==> src/rtl/banner_ctrl.sv <==
// Front-end for rotating_banner: debounces RUN/DIR buttons, generates the scroll-step pulse, holds direction.
// Latency: button stable at edge 1 -> press pulse at edge DB_CYCLES+3 -> running/dir toggle at edge DB_CYCLES+4.
// Backpressure: none; en is a fire-and-forget one-cycle strobe, outputs are all registered.

module banner_debounce #(
    parameter int DB_CYCLES = 2_000_000
) (
    input  logic clk,
    input  logic reset,
    input  logic btn,
    output logic press
);
    localparam int CW = (DB_CYCLES > 2) ? $clog2(DB_CYCLES) : 1;
    localparam logic [CW-1:0] CNT_MAX = CW'(DB_CYCLES - 1);

    typedef enum logic [1:0] {
        IDLE,
        WAIT_PRESS,
        PRESSED,
        WAIT_RELEASE
    } state_t;

    state_t        state, state_nxt;
    logic [CW-1:0] cnt, cnt_nxt;
    logic          press_nxt;
    logic [1:0]    sync_q;
    logic          s;

    assign s = sync_q[1];

    always_ff @(posedge clk or negedge reset) begin
        if (!reset) begin
            sync_q <= 2'b00;
            state  <= IDLE;
            cnt    <= '0;
            press  <= 1'b0;
        end else begin
            sync_q <= {sync_q[0], btn};
            state  <= state_nxt;
            cnt    <= cnt_nxt;
            press  <= press_nxt;
        end
    end

    // Any sample that disagrees with the pending level aborts back to the last stable state.
    always_comb begin
        state_nxt = state;
        cnt_nxt   = cnt;
        press_nxt = 1'b0;
        case (state)
            IDLE: begin
                if (s) begin
                    state_nxt = WAIT_PRESS;
                    cnt_nxt   = '0;
                end
            end
            WAIT_PRESS: begin
                if (!s) begin
                    state_nxt = IDLE;
                end else if (cnt == CNT_MAX) begin
                    state_nxt = PRESSED;
                    press_nxt = 1'b1;
                end else begin
                    cnt_nxt = cnt + CW'(1);
                end
            end
            PRESSED: begin
                if (!s) begin
                    state_nxt = WAIT_RELEASE;
                    cnt_nxt   = '0;
                end
            end
            WAIT_RELEASE: begin
                if (s) begin
                    state_nxt = PRESSED;
                end else if (cnt == CNT_MAX) begin
                    state_nxt = IDLE;
                end else begin
                    cnt_nxt = cnt + CW'(1);
                end
            end
            default: begin
                state_nxt = IDLE;
                cnt_nxt   = '0;
            end
        endcase
    end
endmodule

module banner_ctrl #(
    parameter int   DB_CYCLES   = 2_000_000,
    parameter int   TICK_CYCLES = 25_000_000,
    parameter logic INIT_DIR    = 1'b1,
    parameter logic INIT_RUN    = 1'b0
) (
    input  logic clk,
    input  logic reset,
    input  logic btn_run,
    input  logic btn_dir,
    output logic en,
    output logic dir,
    output logic running
);
    localparam int TW = (TICK_CYCLES > 2) ? $clog2(TICK_CYCLES) : 1;
    localparam logic [TW-1:0] TCNT_MAX = TW'(TICK_CYCLES - 1);

    logic          run_press;
    logic          dir_press;
    logic          run_d;
    logic [TW-1:0] tcnt;

    banner_debounce #(.DB_CYCLES(DB_CYCLES)) u_db_run (
        .clk   (clk),
        .reset (reset),
        .btn   (btn_run),
        .press (run_press)
    );

    banner_debounce #(.DB_CYCLES(DB_CYCLES)) u_db_dir (
        .clk   (clk),
        .reset (reset),
        .btn   (btn_dir),
        .press (dir_press)
    );

    // The tick counter is armed one cycle after running rises, so the first step lands
    // TICK_CYCLES+1 edges after resume; a pause clears it so no partial period carries over.
    always_ff @(posedge clk or negedge reset) begin
        if (!reset) begin
            running <= INIT_RUN;
            dir     <= INIT_DIR;
            en      <= 1'b0;
            run_d   <= 1'b0;
            tcnt    <= '0;
        end else begin
            running <= running ^ run_press;
            dir     <= dir ^ dir_press;
            run_d   <= running;
            en      <= running && run_d && (tcnt == TCNT_MAX);
            if (!running || !run_d) begin
                tcnt <= '0;
            end else if (tcnt == TCNT_MAX) begin
                tcnt <= '0;
            end else begin
                tcnt <= tcnt + TW'(1);
            end
        end
    end
endmodule

==> config.mk <==
export PLATFORM = sky130hd
export DESIGN_NAME = banner_ctrl
export DESIGN_NICKNAME = d
export VERILOG_FILES = /design/src/rtl/banner_ctrl.sv
export SDC_FILE = /design/constraint.sdc
export NUM_CORES = 1
export LEC_CHECK = 0
export BUFFER_PORTS_ARGS = -buffer_cell sky130_fd_sc_hd__buf_2
export CAP_MARGIN = 20
export CELL_PAD_IN_SITES_DETAIL_PLACEMENT = 0
export CELL_PAD_IN_SITES_GLOBAL_PLACEMENT = 2
export CORE_MARGIN = 3
export CORE_UTILIZATION = 40
export CTS_BUF_LIST = sky130_fd_sc_hd__clkbuf_16
export DETAILED_ROUTE_END_ITERATION = 6
export PLACE_DENSITY_LB_ADDON = 0.12
export SETUP_SLACK_MARGIN = 0.1
export SLEW_MARGIN = 20
export SYNTH_ARGS = -nofsm -noshare
export SYNTH_HDL_FRONTEND = slang
export SYNTH_SLANG_ARGS = --single-unit
==> constraint.sdc <==
create_clock -name clk -period 2.8 [get_ports clk]
set_input_delay 0.84 -clock clk [delete_from_list [all_inputs] [get_ports clk]]
set_output_delay 0.84 -clock clk [all_outputs]
set_load 0.005 [all_outputs]
==> run metrics, run 1 <==
biggest area consumer among synthesized cells=dfrtp_1; Mapped Cells=440; Setup crit start kind=flop; Max Cap Violations=0; global route total overflow=0; critical path peak fanout=13; synthesis-stage register bit count=81; clk_lat worst skew=roughly 0.34 ns; Critical Path End Type=flop; Floorplan Core Area=around 0.01 mm2; Distinct cells, synth=51; CTS Hold Bufs=0; Layout Skew=a little under 0.01 ns; standard cell with the maximum stage delay on the critical path=dfrtp_1; critical path arrival=~2.4 ns; drt first pass iters=4; full die area=~0.012 mm2; final number of setup-violating endpoints=0; Crit path buffers/inverters=1; Routed Wire Length=8.743 mm; number of buffers added by the clock tree synthesis step=9; post-place setup slack=0.6296 ns; Clock Tree Root=clkbuf_16; unrepaired setup endpoints after global routing=no; largest net degree at the start of global routing=42; dominant cell by count in the synthesized netlist=dfrtp_1; Iteration-0 DRC Markers=~130; Initial Util=a little over two fifths; synth top area cells=dfrtp_1 (49%), nand2_1 (5.2%), nor2_1 (4.3%); most common flop cell mapped by yosys=dfrtp_1; Final Critical Period=2.173 ns; Row Count=36; run status=completed; CTS Sinks=between 80 and 90; timing-limited maximum frequency=460.1 MHz; synthesized area divided by synthesized cell count=roughly 9.4 um2; first-pass GRT wire length=approximately 15 mm; critical path data required time=3.05 ns; setup fix buffers added after clock tree synthesis=0; count of unresolved DRC violations after routing=0; Antenna Diode Count=0; yosys synthesis warning count=0; area overhead of the layout relative to synthesis=13.22%; top-level port count=7; kind of critical path=reg2reg; Final #Nets=~460; overall die width=around 110 um; CP max stage delay=0.46 ns; number of failing hold endpoints at the final stage=0; worst hold margin=approximately 0.36 ns; clock transition at the register clock pins on the worst setup and hold paths after CTS=0.06 ns; transition time at the pin with the least slew margin=between 0.5 and 0.6 ns; Gates resized, CTS repair=0; final cell count without fillers=~590; post-route ant nets=0; critical-path cell list=nor4b_1 > and4_1 > a31o_2 > inv_1 > a31oi_1; initial antenna violation count=0; number of global-route vias before repair=3,112; area share of the leading cell type in the synthesized netlist=around half; leading cell types by count after synthesis=dfrtp_1 (80), nand2_1 (57), nor2_1 (47); routed via count=~3,200; Leakage=~0.0019 uW; power consumption=approximately 2600 uW; total global routing track utilization=~16%; final setup slack of the worst path=between 0.6 and 0.7 ns; Max Root-Sink Buffers=2; depth of the CTS H-tree=3; Detailed Place HPWL=between 5 and 6 mm; power density relative to cell area=about 550 mW/mm2; TritonCTS clock tree=yes; share of cells above drive strength 1=approximately a tenth; post-detailed-route via-to-cell ratio=5.489; Vert. Die Dim=roughly 110 um; final count of pins violating max slew=0; routability congestion estimate from global placement=roughly 0.77; routed wirelength normalized by instance count=14.84 um; IR Drop Worst-Case VDD=roughly 0.26 mV; Buffers on Ports=6; placed cell count=~570; worst relative slew slack=between 60% and 70%; category of cells accounting for the largest share of critical-path delay=simple AND/OR/NAND/NOR gates; Post-synth EDFFs=0; summed negative setup slack over all endpoints=0 ns; Synthesized Nets=~450; class of the tightest hold or removal check=reg2reg; final worst-path cycle share=~78%; async set or reset register ratio after synthesis=100.0%; sequential fraction of the synthesis area=around half; area of the mapped netlist=~0.0041 mm2
==> cell usage in the layout, fill, tap and decap left out, drive strengths merged, types with 3 or more instances in the layout <==
| cell type | count |
|---|---|
| xnor2 | 18 |
| a22o | 4 |
| ha | 3 |
| o221ai | 8 |
| nand3b | 6 |
| or4 | 7 |
| inv | 12 |
| buf | 17 |
| nor4b | 3 |
| nor4bb | 3 |
| nor4 | 9 |
| a21oi | 11 |
| o21ai | 15 |
| clkbuf | 9 |
| nand2 | 58 |
| o211ai | 6 |
| mux2 | 4 |
| xor2 | 9 |
| dfrtp | 80 |
| a31oi | 14 |
| nand4 | 16 |
| and3 | 14 |
| nor3 | 16 |
| nor2 | 47 |
| or3 | 4 |
| and4 | 5 |
| nand3 | 25 |
==> final timing paths <==
path,from,end,cells past startpoint,slack [ns]
max in group asynchronous,reset,u_db_run.cnt[5],2,1.69
worst max register to register,u_db_dir.cnt[9],u_db_dir.cnt[9],5,0.63
worst min register to register,u_db_dir.sync_q[0],u_db_dir.sync_q[1],0,0.36
min in group asynchronous,reset,u_db_dir.sync_q[1],1,0.50
worst min-delay path,u_db_dir.sync_q[0],u_db_dir.sync_q[1],0,0.36
worst max-delay path,u_db_dir.cnt[9],u_db_dir.cnt[9],5,0.63
==> flip-flops by register name (all words and copies together) (netlist names), named ones only <==
name             count
dir                  1
en                   1
run_d                1
running              1
tcnt                25
u_db_dir.cnt        21
u_db_dir.press       1
u_db_dir.state       1
u_db_dir.sync_q      2
u_db_run.cnt        21
u_db_run.press       1
u_db_run.state       1
u_db_run.sync_q      2
==> layout make-up <==
class	instances	area [um2]
fillers	958	5238
flip-flops and latches	81	2028
multi-input cells	331	1987
clock buffers	9	225.2
well taps	133	166.4
repair buffers	17	127.6
clock inverters	7	96.34
inverters	11	41.29
==> stage by stage <==
stage | instance area, um2 | utilization, %
6_report | 4672 | 47.15
3_5_place_dp | 4350 | 43.90
2_1_floorplan | 4126 | -
5_1_grt | 4672 | 47.15
4_1_cts | 4672 | 47.15
3_3_place_gp | 4350 | 43.90
==> power by group <==
group          internal [uW]  total (uW)  switching [uW]
logic                   34.9         106            71.4
registers               1190        1220            25.0
clock network            781        1270             485
==> cells by family after synthesis <==
| logic type | count (synthesis) | synth area share [%] |
|---|---|---|
| multiplexers | 6 | 1.577 |
| flip-flops | 81 | 49.15 |
| buffers and inverters | 28 | 2.880 |
| AND/OR/NAND/NOR | 224 | 28.23 |
| XOR/XNOR | 27 | 5.731 |
| AO/OA/AOI/OAI | 71 | 11.52 |
| adder cells (fa/ha/maj) | 3 | 0.9097 |
==> worst register-to-register path, stage by stage (launching register included) <==
cell	delay, ns
dfrtp_1	0.46
nor4b_1	0.33
and4_1	0.35
a31o_2	0.38
inv_1	0.30
a31oi_1	0.26
==> layer usage <==
layer | part of all wire (%) | wire length [um] | vias to the layer above | GRT usage (%)
met3 | 2.8 | 241 | 8 | 3.479
met5 | 0 | 0 | - | 0
met2 | 47 | 4115 | 39 | 26.24
li1 | - | - | 1627 | -
met4 | 1.1 | 93 | 0 | 5.230
met1 | 49 | 4292 | 1559 | 21.92
(Power assumes the default switching activity.)
==> run 2: changes to the inputs <==
Settings changed: CORE_UTILIZATION 40 to 36.
Clock period 2.8 ns to 1.87 ns, I/O delays scaled along.
==> run metrics, run 2 (synthesis results as in run 1) <==
CTS Hold Bufs=0 (unchanged); routed via count=3,798 (+17%); number of global-route vias before repair=3,712 (+19%); class of the tightest hold or removal check=in2async; area overhead of the layout relative to synthesis=48.97%; kind of critical path=reg2reg; transition time at the pin with the least slew margin=0.4813 ns (-0.07698 ns); power density relative to cell area=679.1 mW/mm2 (+23%); final setup slack of the worst path=-0.04630 ns (-0.6729 ns); commonest non-fill, non-tap cells in the layout=buf_4 (86), dfrtp_1 (80), nand2_1 (40); Buffers on Ports=6 (unchanged); overall die width=113.1 um (+5.1%); Vert. Die Dim=113.1 um (+5.1%); Reg-to-Reg End=u_db_dir.cnt[19]; DR WL met2=5.351 mm (+30%); Setup crit start kind=flop; largest net degree at the start of global routing=28 (-33%); count of unresolved DRC violations after routing=0 (unchanged); violated checks=negative setup slack; power share of the clock group=48.3% (-0.6 points); post-route ant nets=0 (unchanged); global route total overflow=0 (unchanged); share of cells above drive strength 1=41.34% (+31 points); drt first pass iters=4 (unchanged); final worst-path cycle share=102.5% (+25 points); run status=finished, violations left; Psw=938.5 uW (+61%); most frequent standard cell in the layout excluding fill and tap cells=buf_4; final count of pins violating max slew=0 (unchanged); routability congestion estimate from global placement=0.7563 (-1.9%); uppermost routed layer=met4; worst relative slew slack=67.91% (+5.1 points); Switching Share=22.48% (about the same); worst flop-to-flop path startpoint=u_db_dir.cnt[0]; Critical Path End Type=flop; P_int=3236 uW (+61%); Max Cap Violations=0 (unchanged); R2R depth=6 (+1); final cell count without fillers=694 (+18%); final number of setup-violating endpoints=2 (+2); total global routing track utilization=17.99% (+1.7 points); Clock Tree Root=clkbuf_16; clk_lat worst skew=0.35 ns (about the same); timing-limited maximum frequency=521.8 MHz (+13%); Floorplan Core Area=0.01103 mm2 (+11%); placed cell count=643 (+12%); initial antenna violation count=0 (unchanged); post-detailed-route via-to-cell ratio=5.473 (-0.30%); Routed Wire Length=11.22 mm (+28%); Detailed Place HPWL=6.853 mm (+18%); critical path arrival=2.19 ns (-0.23 ns); critical path data required time=2.14 ns (-0.91 ns); largest registers=tcnt: 25 flops, u_db_dir.cnt: 21 flops, u_db_run.cnt: 21 flops; TritonCTS clock tree=yes; CTS Sinks=81 (unchanged); Max Root-Sink Buffers=2 (unchanged); Row Count=38 (+5.6%); metal3 WL=315 um (+31%); routed wirelength normalized by instance count=16.17 um (+8.9%); unrepaired setup endpoints after global routing=yes; number of buffers added by the clock tree synthesis step=9 (unchanged); number of flip-flops under the largest register name=25 (unchanged); Initial Util=37.41% (-4.2 points); power consumption=4174 uW (+61%); Final #Nets=556 (+21%); Final Critical Period=1.916 ns (-0.2571 ns); number of failing hold endpoints at the final stage=0 (unchanged); first-pass GRT wire length=18.40 mm (+21%); depth of the CTS H-tree=3 (unchanged); IR Drop Worst-Case VDD=0.8942 mV (+240%); full die area=0.01278 mm2 (+10%); largest register by flop count=tcnt; critical path peak fanout=4 (-9); Leakage=0.002546 uW (+36%); post-place setup slack=-0.1469 ns (-0.7765 ns); met1 layer wirelength in the final routing=5.400 mm (+26%); part of the total power dissipated in combinational logic=7.8% (+3.7 points); Antenna Diode Count=0 (unchanged); crit path launch=u_db_dir.cnt[0]; top-level port count=7 (unchanged); Iteration-0 DRC Markers=180 (+42%); Layout Skew=0.008168 ns (-0.001713 ns); clock transition at the register clock pins on the worst setup and hold paths after CTS=0.06 ns (about the same); sequential power share=43.8% (-3.2 points); setup slack, reg-to-reg=-0.05 ns (-0.67 ns)
## run 2: changes by cell type in the layout (fill, tap and decap cells not counted), sizes merged
cell and delta:
clkinvlp +1, clkinv +1, clkbuf +2, buf +93, nand3 +3, bufinv +1, inv -3
## run 2: what timing repair did
item                                    CTS  global route
pin swaps                                41            36
buffers inserted                         14            18
gates cloned                              4             2
gates resized for setup                  42            94
endpoints found under the setup margin   66            71
## run 2: metal layers
| layer | track usage (%) | up-vias |
|---|---|---|
| li1 | - | 1842 |
| met1 | 24.28 | 1908 |
| met2 | 28.12 | 36 |
| met3 | 5.241 | 12 |
| met4 | 5.449 | 0 |
| met5 | 0 | - |
## run 2: worst max-delay path by stage
stage | slack (ns) | end | cells past startpoint
global route | -0.12 | u_db_dir.cnt[18] | 8
CTS | -0.04 | u_db_dir.cnt[19] | 6
detailed placement | -0.15 | u_db_dir.cnt[16] | 7
global placement | -0.08 | u_db_dir.cnt[16] | 7
finish | -0.05 | u_db_dir.cnt[19] | 6
floorplan | -0.05 | u_db_dir.cnt[19] | 6
## run 2: metrics by stage
step | area [um2] | setup TNS (ns) | utilization [%] | hold WS, ns
6_report | 6147 | -0.07275 | 55.73 | 0.1535
5_1_grt | 6147 | -0.8844 | 55.73 | 0.1645
4_1_cts | 5618 | -0.06005 | 50.93 | 0.1564
3_5_place_dp | 4901 | -0.9700 | 44.43 | 0.3378
3_3_place_gp | 4901 | -0.1708 | 44.43 | 0.3444
2_1_floorplan | 4174 | -0.04875 | - | 0.2654
## run 2: power groups by stage
stage	clock network [uW]	logic, uW	registers, uW
6_report	2020	327	1830
5_1_grt	2130	360	1830
4_1_cts	2060	265	1820
3_5_place_dp	0	211	1850
3_3_place_gp	0	208	1850
2_1_floorplan	0	91.1	1850
## run 2: area by class of cell
| type | instances | area [um2] |
|---|---|---|
| clock inverters | 7 | 110.1 |
| multi-input cells | 334 | 2557 |
| fillers | 1023 | 4883 |
| well taps | 140 | 175.2 |
| clock buffers | 9 | 225.2 |
| flip-flops and latches | 81 | 2028 |
| repair buffers | 112 | 997.2 |
| inverters | 11 | 53.80 |
## run 2: worst max-delay path, cell delays in order (launching register included)
cell     delay, ns
dfrtp_1       0.40
buf_6         0.12
nand3_4       0.07
or3_4         0.38
or3_4         0.34
or4_1         0.40
a21oi_1       0.14
==> run 3: changes to the inputs <==
Settings changed: SETUP_SLACK_MARGIN 0.1 to unset.
==> run metrics, run 3 (synthesis results as in run 1) <==
run status=finished, violations left; violated checks=negative setup slack; first-pass GRT wire length=17.67 mm (-4.0%); largest registers=tcnt: 25 flops, u_db_dir.cnt: 21 flops, u_db_run.cnt: 21 flops; Setup crit start kind=flop; setup slack, reg-to-reg=-0.02 ns (+0.03 ns); clk_lat worst skew=0.34 ns (about the same); area overhead of the layout relative to synthesis=32.11%; number of failing hold endpoints at the final stage=0 (unchanged); IR Drop Worst-Case VDD=0.4194 mV (-53%); Antenna Diode Count=0 (unchanged); category of cells accounting for the largest share of critical-path delay=simple AND/OR/NAND/NOR gates; overall die width=113.1 um (unchanged); worst flop-to-flop path startpoint=u_db_dir.cnt[8]; CP max stage delay=0.42 ns (+0.02 ns); share of cells above drive strength 1=27.39% (-14 points); drt first pass iters=4 (unchanged); count of unresolved DRC violations after routing=0 (unchanged); crit path launch=u_db_dir.cnt[8]; CTS Sinks=81 (unchanged); Floorplan Core Area=0.01103 mm2 (unchanged); routed wirelength normalized by instance count=15.16 um (-6.2%); number of flip-flops under the largest register name=25 (unchanged); CTS Hold Bufs=0 (unchanged); transition time at the pin with the least slew margin=0.4475 ns (-0.03373 ns); clock transition at the register clock pins on the worst setup and hold paths after CTS=0.06 ns (about the same); largest net degree at the start of global routing=27 (-3.6%); Vert. Die Dim=113.1 um (unchanged); Layout Skew=0.01267 ns (+0.004499 ns); commonest non-fill, non-tap cells in the layout=buf_4 (83), dfrtp_1 (78), nand2_1 (57); Crit path buffers/inverters=0 (-1); Iteration-0 DRC Markers=248 (+38%); final setup slack of the worst path=-0.01503 ns (+0.03127 ns); R2R depth=5 (-1); critical path arrival=2.15 ns (-0.04 ns); final number of setup-violating endpoints=1 (-1); placed cell count=639 (-0.62%); full die area=0.01278 mm2 (unchanged); critical path peak fanout=3 (-1); Leakage=0.002307 uW (-9.4%); total global routing track utilization=17.22% (-0.77 points); routability congestion estimate from global placement=0.7632 (+0.91%); number of global-route vias before repair=3,545 (-4.5%); Buffers on Ports=6 (unchanged); most frequent standard cell in the layout excluding fill and tap cells=buf_4; kind of critical path=reg2reg; post-detailed-route via-to-cell ratio=5.330 (-2.6%); critical-path cell list=nand4_2 > or3_4 > or3_4 > or4_4 > a21oi_2; final count of pins violating max slew=0 (unchanged); final worst-path cycle share=100.8% (-1.7 points); Detailed Place HPWL=7.026 mm (+2.5%); Final #Nets=535 (-3.8%); Layout Utilization=49.42% (-6.3 points); TritonCTS clock tree=yes; Max Root-Sink Buffers=2 (unchanged); number of buffers added by the clock tree synthesis step=9 (unchanged); final cell count without fillers=673 (-3.0%); Clock Tree Root=clkbuf_16; Max Cap Violations=0 (unchanged); worst hold margin=0.1242 ns (-0.02930 ns); routed via count=3,587 (-5.6%); class of the tightest hold or removal check=in2async; Reg-to-Reg End=u_db_dir.cnt[19]; largest register by flop count=tcnt; power density relative to cell area=736.4 mW/mm2 (+8.4%); critical path data required time=2.14 ns (about the same); post-route ant nets=0 (unchanged); standard cell with the maximum stage delay on the critical path=or4_4; Final Critical Period=1.885 ns (-0.03127 ns); instance area after placement=0.004825 mm2 (-1.6%); Design Area, Final=0.005451 mm2 (-11%); cell seen most often among critical-path stages=or3_4; global route total overflow=0 (unchanged); top-level port count=7 (unchanged); Critical Path End Type=flop; worst relative slew slack=69.93% (+2.0 points); Routed Wire Length=10.20 mm (-9.1%); unrepaired setup endpoints after global routing=yes; depth of the CTS H-tree=3 (unchanged); Row Count=38 (unchanged); Initial Util=37.41% (unchanged); initial antenna violation count=0 (unchanged); timing-limited maximum frequency=530.5 MHz (+1.7%)
run 3: cell count changes in the layout (fill, tap and decap cells not counted), moves of 8 or more:
cell,delta
nand2_1,+17
nor2_1,+17
buf_6,-8
nor2_2,-12
nand2_2,-12
run 3: final cells by class:
class,instances,area [um2]
Fill cell,1057,5579
Multi-Input combinational cell,331,2120
Sequential cell,81,2031
Timing Repair Buffer,94,747.0
Clock buffer,9,225.2
Tap cell,140,175.2
Clock inverter,7,105.1
Inverter,11,48.80
run 3: routing by layer:
metal	vias up	wire length [um]	track usage (%)
li1	1787	-	-
met1	1746	4957	24.03
met2	48	4842	26.54
met3	6	308	4.011
met4	0	93	5.609
met5	-	0	0
run 3: metrics by stage:
stage | worst slack, ns | TNS, ns | power [uW]
finish | -0.01503 | -0.01503 | 4014
global route | -0.07400 | -0.2732 | 4201
CTS | 0.01671 | 0 | 4086
detailed placement | -0.02427 | -0.03762 | 2047
global placement | -0.04103 | -0.1114 | 2044
floorplan | -0.04875 | -0.04875 | 1933
run 3: worst max-delay path by stage:
stage,to,slack [ns],cells after the start
after floorplan,u_db_dir.cnt[19],-0.05,6
after global placement,u_db_dir.cnt[11],-0.04,5
after CTS,u_db_dir.cnt[19],0.02,5
after detailed placement,u_db_dir.cnt[19],-0.02,5
after global routing,u_db_dir.cnt[19],-0.07,5
final,u_db_dir.cnt[19],-0.02,5
run 3: what timing repair did:
item / CTS / global route
setup endpoints to repair: 12 / 60
resized for setup: 7 / 25
buffers inserted: 5 / 12
pin swaps: 2 / 12
cloned: 0 / 1
run 3: power breakdown:
part	internal (uW)	total [uW]	switching, uW
clock network	1290	1980	696
registers	1780	1820	33.0
logic	90.7	215	124
run 3: worst reg2reg max path, delay by kind of cell, from the launching register on:
| family | cells | cell delay, ns |
|---|---|---|
| simple gates | 4 | 1.26 |
| compound gates | 1 | 0.15 |
| flops | 1 | 0.41 |
